[src/rtl/data_cache_port0_arbiter.sv]
// rtl/data_cache_port0_arbiter.sv - port 0 owner arbiter for STU, LDU and INV with aging counters
module data_cache_port0_arbiter #(
  parameter int MAX_WAIT = 8,
  parameter int WAIT_W   = $clog2(MAX_WAIT + 1)
) (
  input  logic       clk_i,
  input  logic       rst_n_i,
  input  logic       stu_request_i,
  input  logic       ldu_request_i,
  input  logic       inv_request_i,
  output logic       stu_grant_o,
  output logic       ldu_grant_o,
  output logic       inv_grant_o,
  output logic [1:0] port_select_o,
  output logic       port_busy_o,
  output logic       stu_starved_o,
  output logic       ldu_starved_o
);

  localparam logic [WAIT_W-1:0] MAX_CNT = WAIT_W'(MAX_WAIT);

  // Encoding doubles as the port 0 mux select.
  typedef enum logic [1:0] {
    IDLE    = 2'b00,
    OWN_STU = 2'b01,
    OWN_LDU = 2'b10,
    OWN_INV = 2'b11
  } state_e;

  state_e            state_q, state_d;
  logic [WAIT_W-1:0] stu_cnt_q, stu_cnt_d;
  logic [WAIT_W-1:0] ldu_cnt_q, ldu_cnt_d;
  logic              owner_holds;
  logic              stu_starved;
  logic              ldu_starved;

  assign stu_starved = (stu_cnt_q == MAX_CNT);
  assign ldu_starved = (ldu_cnt_q == MAX_CNT);

  always_comb begin
    state_d     = state_q;
    owner_holds = 1'b0;
    unique case (state_q)
      OWN_STU: owner_holds = stu_request_i;
      OWN_LDU: owner_holds = ldu_request_i;
      OWN_INV: owner_holds = inv_request_i;
      default: owner_holds = 1'b0;
    endcase

    if (!owner_holds) begin
      if (stu_request_i && stu_starved) begin
        state_d = OWN_STU;
      end else if (ldu_request_i && ldu_starved) begin
        state_d = OWN_LDU;
      end else if (inv_request_i) begin
        state_d = OWN_INV;
      end else if (stu_request_i) begin
        state_d = OWN_STU;
      end else if (ldu_request_i) begin
        state_d = OWN_LDU;
      end else begin
        state_d = IDLE;
      end
    end
  end

  // Clearing on the next owner makes the counter read 0 when its grant appears.
  always_comb begin
    stu_cnt_d = stu_cnt_q;
    ldu_cnt_d = ldu_cnt_q;

    if (!stu_request_i || (state_d == OWN_STU)) begin
      stu_cnt_d = '0;
    end else if (!stu_starved) begin
      stu_cnt_d = stu_cnt_q + 1'b1;
    end

    if (!ldu_request_i || (state_d == OWN_LDU)) begin
      ldu_cnt_d = '0;
    end else if (!ldu_starved) begin
      ldu_cnt_d = ldu_cnt_q + 1'b1;
    end
  end

  always_ff @(posedge clk_i or negedge rst_n_i) begin
    if (!rst_n_i) begin
      state_q   <= IDLE;
      stu_cnt_q <= '0;
      ldu_cnt_q <= '0;
    end else begin
      state_q   <= state_d;
      stu_cnt_q <= stu_cnt_d;
      ldu_cnt_q <= ldu_cnt_d;
    end
  end

  assign stu_grant_o   = (state_q == OWN_STU);
  assign ldu_grant_o   = (state_q == OWN_LDU);
  assign inv_grant_o   = (state_q == OWN_INV);
  assign port_select_o = state_q;
  assign port_busy_o   = (state_q != IDLE);
  assign stu_starved_o = stu_starved;
  assign ldu_starved_o = ldu_starved;

endmodule

[config.mk]
export PLATFORM = sky130hd
export DESIGN_NAME = data_cache_port0_arbiter
export DESIGN_NICKNAME = d
export VERILOG_FILES = /design/src/rtl/data_cache_port0_arbiter.sv
export SDC_FILE = /design/constraint.sdc
export NUM_CORES = 1
export LEC_CHECK = 0
export CAP_MARGIN = 5
export CORE_AREA = 2 2 40 42
export CTS_BUF_LIST = sky130_fd_sc_hd__clkbuf_8
export DETAILED_ROUTE_END_ITERATION = 6
export DIE_AREA = 0 0 42 44
export PLACE_DENSITY = 0.77
export SLEW_MARGIN = 20
export SYNTH_ARGS = -nofsm -noshare
export SYNTH_HDL_FRONTEND = slang
export SYNTH_SLANG_ARGS = --single-unit
[constraint.sdc]
create_clock -name clk_i -period 3.6 [get_ports clk_i]
set_input_delay 0.72 -clock clk_i [delete_from_list [all_inputs] [get_ports clk_i]]
set_output_delay 0.72 -clock clk_i [all_outputs]
set_load 0.1 [all_outputs]
==> impl_metrics.csv <==
group,metric,value,unit
status,status,"completed",
clocking,tritoncts,"yes",
grt,first_global_vias,462,
power_and_ir_drop,peakVddDrop,0.346,mV
floorplan,start_util,46.4,%
drt,vias,520,
logic_synthesis,ys_seq_area_share,38.0,%
timing,post-route-period-util,72.7,%
critical_path,critical_path.max_fanout,9,
critical_path,crit_family,"buffers and inverters",
logic_synthesis,synth_area,658,um2
clocking,cts_sinks,10,
logic_synthesis,yosysWarningCount,0,
timing,drv_slew,0,
clocking,htreeDepth,1,
power_and_ir_drop,p_total,575,uW
critical_path,cp.arrival,1.90,ns
min_path,hold_path_end,"stu_cnt_q[0]",
logic_synthesis,synthDistinctLibCells,32,
timing,finalHoldViolCount,0,
critical_path,crit_chain,"clkdlybuf4s50_1",
critical_path,crit_required,2.88,ns
clocking,clockRootBuffer,"clkbuf_8",
logic_synthesis,ys_top_cells_by_count,"10 x dfrtp_1, 7 x inv_1, 5 x a21oi_1",
clocking,postCtsSetupRepairBufs,0,
critical_path,ff2ff_setup_slack,1.97,ns
drt,wl_per_cell,11.9,um
min_path,hp-start,"stu_cnt_q[0]",
drt,vias_per_cell,5.36,
layout,drive_gt1_share,19.8,%
clocking,cts_resized,0,
critical_path,rr_endpoint,"ldu_cnt_q[3]",
layout,fin_area,822,um2
timing,worstMarginPinSlew,0.960,ns
placement,io_buffers,12,
timing,layout_min_cycle_time,2.62,ns
critical_path,reg2regPathDepth,6,
placement,place_area,767,um2
min_path,min_path_type,"reg2reg",
layout,nNetsFinal,91,
drt,remaining_drc_errors,0,
placement,dpl.hpwl,887,um
floorplan,io_pins,13,
placement,gp_congestion,0.742,
layout,syn2layout_area_growth,24.9,%
critical_path,worstSetupPathType,"reg2out",
critical_path,r2r-start,"stu_cnt_q[0]",
floorplan,core,0.00142,mm2
logic_synthesis,synth_area_leaders,"dfrtp_1 38%, ha_1 7.6%, mux2i_1 4.6%, inv_1 4.0%, a21oi_1 3.8%",
floorplan,die_area,0.00185,mm2
layout,regArea,250,um2
clocking,cts.path.max_buffers,2,
logic_synthesis,synth_nets,77,
logic_synthesis,synth.top_cell.area_share,38.0,%
drt,wl,1150,um
grt,antenna_found_initial,0,
critical_path,cpPeakStageDelay,1.18,ns
layout,multi_input_area,365,um2
logic_synthesis,synth-main-ff-cell,"dfrtp_1",
clocking,path_clk_slew,0.05,ns
floorplan,die_h,44,um
critical_path,crit_path_top_delay_cell,"clkdlybuf4s50_1",
grt,grt_start_max_net_pins,11,
run,drv_cap,0,
drt,antenna_left,0,
grt,grt_pass1_wl,1990,um
logic_synthesis,ys_ff_latch,10,
timing,finalSetupViolCount,0,
timing,fmax,382,MHz
critical_path,crit_path_start_kind,"flop",
timing,slew_headroom,35.8,%
floorplan,die_x,42,um
timing,rsz0062_at_grt,"false",
timing,skew,0.000591,ns
logic_synthesis,yosys.area.top_type,"dfrtp_1",
min_path,worstHoldPathCells,1,
layout,antenna_cells,0,
drt,first_pass_iters,2,
clocking,cts_buffers,3,
logic_synthesis,synthCells,68,
power_and_ir_drop,power_density,700,mW/mm2
grt,grt_usage,14.8,%
logic_synthesis,syn_avg_cell_area,9.68,um2
layout,fillCellCount,122,
logic_synthesis,synth_edf_count,0,
logic_synthesis,yosysMostFrequentCell,"dfrtp_1",
drt,first_iter_violations,5,
critical_path,critPathCaptureType,"output port",
power_and_ir_drop,leakage,0.366,nW
floorplan,num_rows,14,
grt,grt-ovfl-total,0,
logic_synthesis,async_reset_ff_share,100,%
timing,tns,0,ns
critical_path,path_buf_inv,1,
clocking,clk_latency,0.24,ns
layout,fin_util,57.9,%
clocking,cts_hold_buf,0,
## metal layers
layer	global-route usage, %	wire [um]	vias up
li1	-	-	257
met1	18.5	539	247
met2	22.5	523	13
met3	4.17	63	3
met4	9.68	24	0
met5	0	0	-
## kinds of logic after synthesis
logic type	after synthesis	share of synthesized area [%]
compound gates	13	14.6
xor+xnor	4	5.32
buf+inv	10	6.46
mux	4	6.84
fa+ha+maj	4	7.60
simple gates	23	21.1
flops	10	38.0
## state kept, by name, summed over array words and instances, names as in the netlist
| name | flops |
|---|---|
| ldu_cnt_q | 4 |
| port_select_o | 2 |
| stu_cnt_q | 4 |
## stage by stage
step / std cells / setup WS [ns] / hold WS [ns]
global placement: 93 / 1.25 / 0.555
CTS: 97 / 0.969 / 0.576
global route: 97 / 0.905 / 0.602
floorplan: 68 / 0.331 / 0.424
finish: 97 / 0.981 / 0.567
detailed placement: 93 / 1.22 / 0.568
## area by class of cell
type | instances | area share, %
multi-input cells | 48 | 44.4
flip-flops and latches | 10 | 30.4
repair buffers | 12 | 12.8
clock buffers | 4 | 6.70
inverters | 7 | 3.20
well taps | 16 | 2.44
## how the worst max path moves through the flow
stage          cells after the start          endpoint              from  slack (ns)
6_report                           1  port_select_o[0]  port_select_o[0]        0.98
5_1_grt                            1  port_select_o[0]  port_select_o[0]        0.91
4_1_cts                            1  port_select_o[0]  port_select_o[0]        0.97
3_5_place_dp                       1  port_select_o[0]  port_select_o[0]        1.22
3_3_place_gp                       1  port_select_o[0]  port_select_o[0]        1.25
2_1_floorplan                      2       stu_grant_o  port_select_o[0]        0.33
## layout by cell type (no fill, tap or decap), types with 2 or more instances in the layout
| cell type | synthesis | final |
|---|---|---|
| dfrtp_1 | 10 | 10 |
| ha_1 | 4 | 4 |
| a21oi_1 | 5 | 5 |
| nor3_1 | 2 | 2 |
| buf_4 | 1 | 6 |
| xor2_1 | 2 | 2 |
| mux2i_1 | 3 | 3 |
| inv_1 | 7 | 7 |
| clkbuf_8 | 0 | 4 |
| nor2_1 | 4 | 4 |
| xnor2_1 | 2 | 2 |
| nand3_1 | 2 | 2 |
| nor2b_1 | 4 | 4 |
| and3b_1 | 2 | 2 |
| clkdlybuf4s50_1 | 0 | 6 |
| nand2_1 | 2 | 2 |
## where the power goes
group / internal [mW] / switching [mW] / leakage, nW
registers: 0.128 / 0.0233 / 0.131
logic: 0.0752 / 0.208 / 0.206
clock network: 0.0962 / 0.0447 / 0.0288
total: 0.300 / 0.276 / 0.366
Power figures use the tool's default switching activity.
